[src/rtl/fetch_controller.sv]
// Fetch controller: owns the fetch PC, reads one word per cycle from a
// combinational instruction ROM, and buffers {pc, instr} pairs in a small
// prefetch FIFO that decode drains over a valid/ready handshake.
// Redirects flush the FIFO. Misaligned or out-of-range targets, and running
// sequentially off the end of the ROM, park the fetcher in a fault state.
// Optional macro FETCH_PERF_EN adds push and stall performance counters.
module fetch_controller #(
    parameter logic [31:0] RESET_PC  = 32'h0000_0000,
    parameter int unsigned ROM_BYTES = 1024,
    parameter int unsigned DEPTH     = 4
) (
    input  logic        clk_i,
    input  logic        rst_i,
    output logic [31:0] mem_addr_o,
    input  logic [31:0] mem_instr_i,
    input  logic        redirect_i,
    input  logic [31:0] redirect_pc_i,
    output logic [31:0] instr_o,
    output logic [31:0] pc_o,
    output logic        valid_o,
    input  logic        ready_i,
    output logic        fault_o,
    output logic [31:0] fault_pc_o
`ifdef FETCH_PERF_EN
    ,
    output logic [31:0] perf_fetched_o,
    output logic [31:0] perf_stall_o
`endif
);

    localparam int unsigned AW      = $clog2(DEPTH);
    localparam logic [31:0] LAST_PC = 32'(ROM_BYTES - 4);
    localparam logic [31:0] END_PC  = 32'(ROM_BYTES);
    localparam logic [AW:0] PTR_ONE = (AW + 1)'(1);

    typedef enum logic [0:0] {
        StRun,
        StFault
    } state_e;

    state_e      state;
    logic [31:0] fetch_pc;
    logic [31:0] fault_pc;

    logic [31:0] pc_mem    [DEPTH];
    logic [31:0] instr_mem [DEPTH];
    logic [AW:0] wr_ptr;
    logic [AW:0] rd_ptr;

    logic empty;
    logic full;
    logic pop;
    logic push;
    logic redirect_bad;

    // FIFO status from the extra pointer MSB; handshake and push decisions.
    always_comb begin
        empty        = (wr_ptr == rd_ptr);
        full         = (wr_ptr[AW] != rd_ptr[AW]) &&
                       (wr_ptr[AW-1:0] == rd_ptr[AW-1:0]);
        // A redirect discards any pop in the same cycle.
        pop          = !empty && ready_i && !redirect_i;
        // Full FIFO still accepts a word when the head leaves this cycle.
        push         = (state == StRun) && !redirect_i && (!full || pop);
        redirect_bad = (redirect_pc_i[1:0] != 2'b00) || (redirect_pc_i > LAST_PC);
    end

    // Head of FIFO and status outputs, all derived from registered state.
    always_comb begin
        valid_o    = !empty;
        instr_o    = empty ? 32'h0 : instr_mem[rd_ptr[AW-1:0]];
        pc_o       = empty ? 32'h0 : pc_mem[rd_ptr[AW-1:0]];
        fault_o    = (state == StFault);
        fault_pc_o = fault_pc;
        mem_addr_o = fetch_pc;
    end

    // Fetch FSM: PC sequencing, redirects and fault capture.
    always_ff @(posedge clk_i) begin
        if (rst_i) begin
            state    <= StRun;
            fetch_pc <= RESET_PC;
            fault_pc <= 32'h0;
        end else if (redirect_i) begin
            if (redirect_bad) begin
                state    <= StFault;
                fault_pc <= redirect_pc_i;
            end else begin
                state    <= StRun;
                fetch_pc <= redirect_pc_i;
                fault_pc <= 32'h0;
            end
        end else if (push) begin
            // The last ROM word is still delivered; the PC then parks on it so
            // the memory address never leaves the ROM.
            if (fetch_pc == LAST_PC) begin
                state    <= StFault;
                fault_pc <= END_PC;
            end else begin
                fetch_pc <= fetch_pc + 32'd4;
            end
        end
    end

    // FIFO pointers; reset and redirect both empty the buffer.
    always_ff @(posedge clk_i) begin
        if (rst_i || redirect_i) begin
            wr_ptr <= '0;
            rd_ptr <= '0;
        end else begin
            if (push) begin
                wr_ptr <= wr_ptr + PTR_ONE;
            end
            if (pop) begin
                rd_ptr <= rd_ptr + PTR_ONE;
            end
        end
    end

    // FIFO storage; contents are don't-care while the slot is not valid.
    always_ff @(posedge clk_i) begin
        if (push) begin
            pc_mem[wr_ptr[AW-1:0]]    <= fetch_pc;
            instr_mem[wr_ptr[AW-1:0]] <= mem_instr_i;
        end
    end

`ifdef FETCH_PERF_EN
    logic [31:0] perf_fetched;
    logic [31:0] perf_stall;

    // Performance counters survive redirects; only reset clears them.
    always_ff @(posedge clk_i) begin
        if (rst_i) begin
            perf_fetched <= 32'h0;
            perf_stall   <= 32'h0;
        end else begin
            if (push) begin
                perf_fetched <= perf_fetched + 32'd1;
            end
            if ((state == StRun) && full && !pop) begin
                perf_stall <= perf_stall + 32'd1;
            end
        end
    end

    assign perf_fetched_o = perf_fetched;
    assign perf_stall_o   = perf_stall;
`endif

endmodule

[config.mk]
export PLATFORM = sky130hd
export DESIGN_NAME = fetch_controller
export DESIGN_NICKNAME = d
export VERILOG_FILES = /design/src/rtl/fetch_controller.sv
export SDC_FILE = /design/constraint.sdc
export NUM_CORES = 1
export LEC_CHECK = 0
export ABC_AREA = 1
export CORE_ASPECT_RATIO = 1.4
export CORE_MARGIN = 3
export CORE_UTILIZATION = 30
export CTS_CLUSTER_DIAMETER = 100
export DETAILED_ROUTE_END_ITERATION = 10
export MAX_ROUTING_LAYER = met4
export PLACE_DENSITY = 0.61
export SLEW_MARGIN = 20
export SYNTH_ARGS = -nofsm -noshare
export SYNTH_HDL_FRONTEND = slang
export SYNTH_SLANG_ARGS = --single-unit
[constraint.sdc]
create_clock -name clk_i -period 7.2 [get_ports clk_i]
set_input_delay 2.16 -clock clk_i [delete_from_list [all_inputs] [get_ports clk_i]]
set_output_delay 2.16 -clock clk_i [all_outputs]
set_load 0.02 [all_outputs]
==> results.py <==
metrics = {
    "detailed_routing": {
        "route.detailed.drc": 0,
        "drtAntennaViolNets": 0,
        "avgRoutedWirePerCell_um": 16.98,
        "via_per_inst": 4.737,
        "routed_wl_mm": 37.67,
        "first_pass_iters": 7,
        "vias": 10507,
        "drtIter0Drc": 642,
    },
    "die": {
        "core-area_um2": 46200,
        "num_rows": 93,
        "start_util_pct": 30.43,
        "die_w_um": 188.9,
        "die-area_um2": 49520,
        "ios": 198,
        "die_h_um": 262.1,
    },
    "cts": {
        "htree_num_levels": 2,
        "hold_buffers": 0,
        "numCtsBuffers": 34,
        "post_cts_resized": 0,
        "clockRootBuffer": "clkbuf_16",
        "clkLatencyLatePin_ps": 520,
        "path_clk_slew_ps": 60,
        "cts_setup_buffers": 0,
        "cts.sinks": 329,
        "cts_tree": "built",
        "clockBufferDepth": 3,
    },
    "timing": {
        "slew_violations": 0,
        "finalSetupViolations": 0,
        "fin_crit_sh_pct": 77.46,
        "grt_setup_unrepaired": "no",
        "skew_ps": 21.05,
        "max_freq_mhz": 179.3,
        "tightest_slew_ps": 1070,
        "setup-tns-final_ps": 0,
        "max-slew-margin-rel_pct": 28.62,
        "min_period_ps": 5577,
        "hold_viol_final": 0,
    },
    "hold_path": {
        "min_to": "fault_pc_o[1]",
        "whs_path_depth": 2,
        "hold_path.class": "flip-flop to flip-flop",
        "hp-start": "fault_pc_o[1]",
    },
    "finish": {
        "fillers": 4532,
        "final_layout_size_suffix_gt1_share_pct": 5.621,
        "finish.utilization_pct": 38.39,
        "final_net_count": 1651,
        "area.growth.synth_to_final_pct": 26.17,
        "final_cell_mix": "320 x nor2_1, 256 x edfxtp_1, 247 x nand2_1",
        "mostFrequentLayoutCell": "nor2_1",
        "diodes": 0,
    },
    "yosys": {
        "syn_nets": 1475,
        "ys_warn_count": 0,
        "synth_top_family_by_area": "simple AND/OR/NAND/NOR gates",
        "yosys.area_share.simple_pct": 18.64,
        "synth_fa_ha_area_share_pct": 0.5341,
        "synth_mux_area_share_pct": 0,
        "yosysUniqueCellTypes": 35,
        "ys_ff_latch": 329,
        "syn_area_per_cell_um2": 10.03,
        "synth_cells": 1401,
        "seq_area_frac_synth_pct": 65.09,
        "synth_xor_xnor_area_share_pct": 0.8100,
        "syn-cell-area_um2": 14060,
        "synth_compound_area_share_pct": 9.177,
    },
    "setup_path": {
        "crit_chain": "inv_4 > buf_4 > nor2_1 > o32ai_1 > nand2_1 > inv_1 > clkdlybuf4s50_1",
        "cpPeakStageDelay_ps": 660,
        "start_kind": "flip-flop",
        "slowest_stage": "inv_4",
        "r2r-start": "wr_ptr[0]",
        "ff2ff_path_depth": 6,
        "critical_path_class": "flip-flop to output pin",
        "cp-end-kind": "output pin",
        "crit_fanout": 80,
        "regToRegSetupSlack_ps": 4270,
        "cp.required_ps": 5040,
        "worstReg2RegEnd": "instr_mem[3][16]",
        "crit_arrival_ps": 3420,
    },
    "grt": {
        "grt_pass1_wl_mm": 58.38,
        "grt-ovfl-total": 0,
        "grt_max_degree": 104,
        "grt_pass1_vias": 10568,
        "antenna_found_initial": 0,
        "grt_usage_pct": 15.35,
    },
    "placed_design": {
        "io_buffers": 197,
        "gp_congestion": 0.8621,
        "hpwlAfterDp_mm": 24.39,
    },
    "power_and_ir_drop": {
        "ir_worst_vdd_mv": 0.1196,
        "leakagePower_nw": 6.650,
        "p_per_area_nw_per_um2": 247.7,
    },
    "outcome": {
        "status": "complete, no violations",
    },
    "job": {
        "maxCapViolations": 0,
    },
}
worst max path at each step:
stage | to | slack (ps) | cells past startpoint
global placement | instr_o[21] | 2080 | 7
finish | instr_o[21] | 1620 | 7
detailed placement | instr_o[21] | 2040 | 7
floorplan | instr_mem[3][0] | 1360 | 5
global route | instr_o[21] | 1340 | 7
CTS | instr_o[21] | 1460 | 7
sequential cells by signal (all words and copies together), names as in the netlist, named ones only:
| register | flops |
|---|---|
| fault_o | 1 |
| fault_pc_o | 32 |
| instr_mem | 128 |
| mem_addr_o | 32 |
| pc_mem | 128 |
| rd_ptr | 3 |
| wr_ptr | 3 |
cell families after synthesis:
family          Yosys count
flops                   329
compound gates          206
xor+xnor                 13
buf+inv                 193
fa+ha+maj                 6
simple gates            654
worst max-delay path: cells and delay by family (launching register included):
family / cells / cell delay (ps)
AOI/OAI and AO/OA: 1 / 320
buffers and inverters: 4 / 1900
DFF: 1 / 460
and+or+nand+nor: 2 / 180
routing by layer:
metal / vias to the layer above / part of all wire [%] / GRT usage [%]
met4: 0 / 2.1 / 3.912
met5: - / 0 / -
met1: 5098 / 42 / 18.29
met3: 53 / 5.0 / 2.642
met2: 265 / 51 / 27.06
li1: 5091 / - / -
where the power goes:
part | leakage, nW | internal (mW) | switching (mW)
combinational | 3.15 | 0.189 | 0.263
clock | 0.537 | 1.06 | 0.700
sequential | 2.96 | 2.11 | 0.0613
total | 6.65 | 3.37 | 1.02
synth_stat cells:
| master | number | share of area, % |
|---|---|---|
| a21oi_1 | 39 | 1.4 |
| a21oi_4 | 1 | 0.12 |
| a31oi_2 | 1 | 0.089 |
| and3_1 | 1 | 0.045 |
| buf_1 | 12 | 0.32 |
| buf_2 | 14 | 0.50 |
| buf_4 | 1 | 0.053 |
| buf_6 | 6 | 0.48 |
| buf_8 | 1 | 0.11 |
| clkbuf_1 | 40 | 1.1 |
| clkinv_2 | 1 | 0.036 |
| dfxtp_1 | 73 | 10 |
| edfxtp_1 | 256 | 55 |
| ha_1 | 6 | 0.53 |
| inv_1 | 116 | 3.1 |
| inv_2 | 1 | 0.027 |
| inv_6 | 1 | 0.062 |
| nand2_1 | 248 | 6.6 |
| nand2_2 | 2 | 0.089 |
| nand2_4 | 2 | 0.16 |
| nand3_1 | 60 | 2.1 |
| nand3_2 | 2 | 0.14 |
| nand3b_1 | 8 | 0.43 |
| nand4_1 | 2 | 0.089 |
| nor2_1 | 324 | 8.7 |
| nor2_2 | 1 | 0.045 |
| nor2_4 | 1 | 0.080 |
| nor3_1 | 1 | 0.036 |
| nor3_2 | 1 | 0.071 |
| o21ai_0 | 89 | 3.2 |
| o21ai_1 | 12 | 0.43 |
| o32ai_1 | 64 | 4.0 |
| or2_2 | 1 | 0.045 |
| xnor2_1 | 1 | 0.062 |
| xor2_1 | 12 | 0.75 |
cell type report:
type / instances / area, um^2 / area share [%]
sequential: 329 / 9156 / 51.63
tap: 617 / 772.0 / 4.353
clock inverter: 15 / 176.4 / 0.9948
multi-input combinational: 879 / 4136 / 23.32
clock buffer: 45 / 943.4 / 5.320
inverter: 119 / 455.4 / 2.568
timing repair buffer: 214 / 2095 / 11.81
per-stage QoR:
step	setup slack [ps]	instances	power (mW)	hold slack [ps]	area [um^2]
after global routing	1337	2218	4.573	499.6	17730
after global placement	2077	2158	2.669	457.4	16610
after CTS	1460	2218	4.458	471.9	17730
final	1623	2218	4.392	471.7	17730
after floorplan	1361	1401	2.442	446.7	14060
after detailed placement	2037	2158	2.675	463.0	16610
Power figures use the tool's default switching activity.
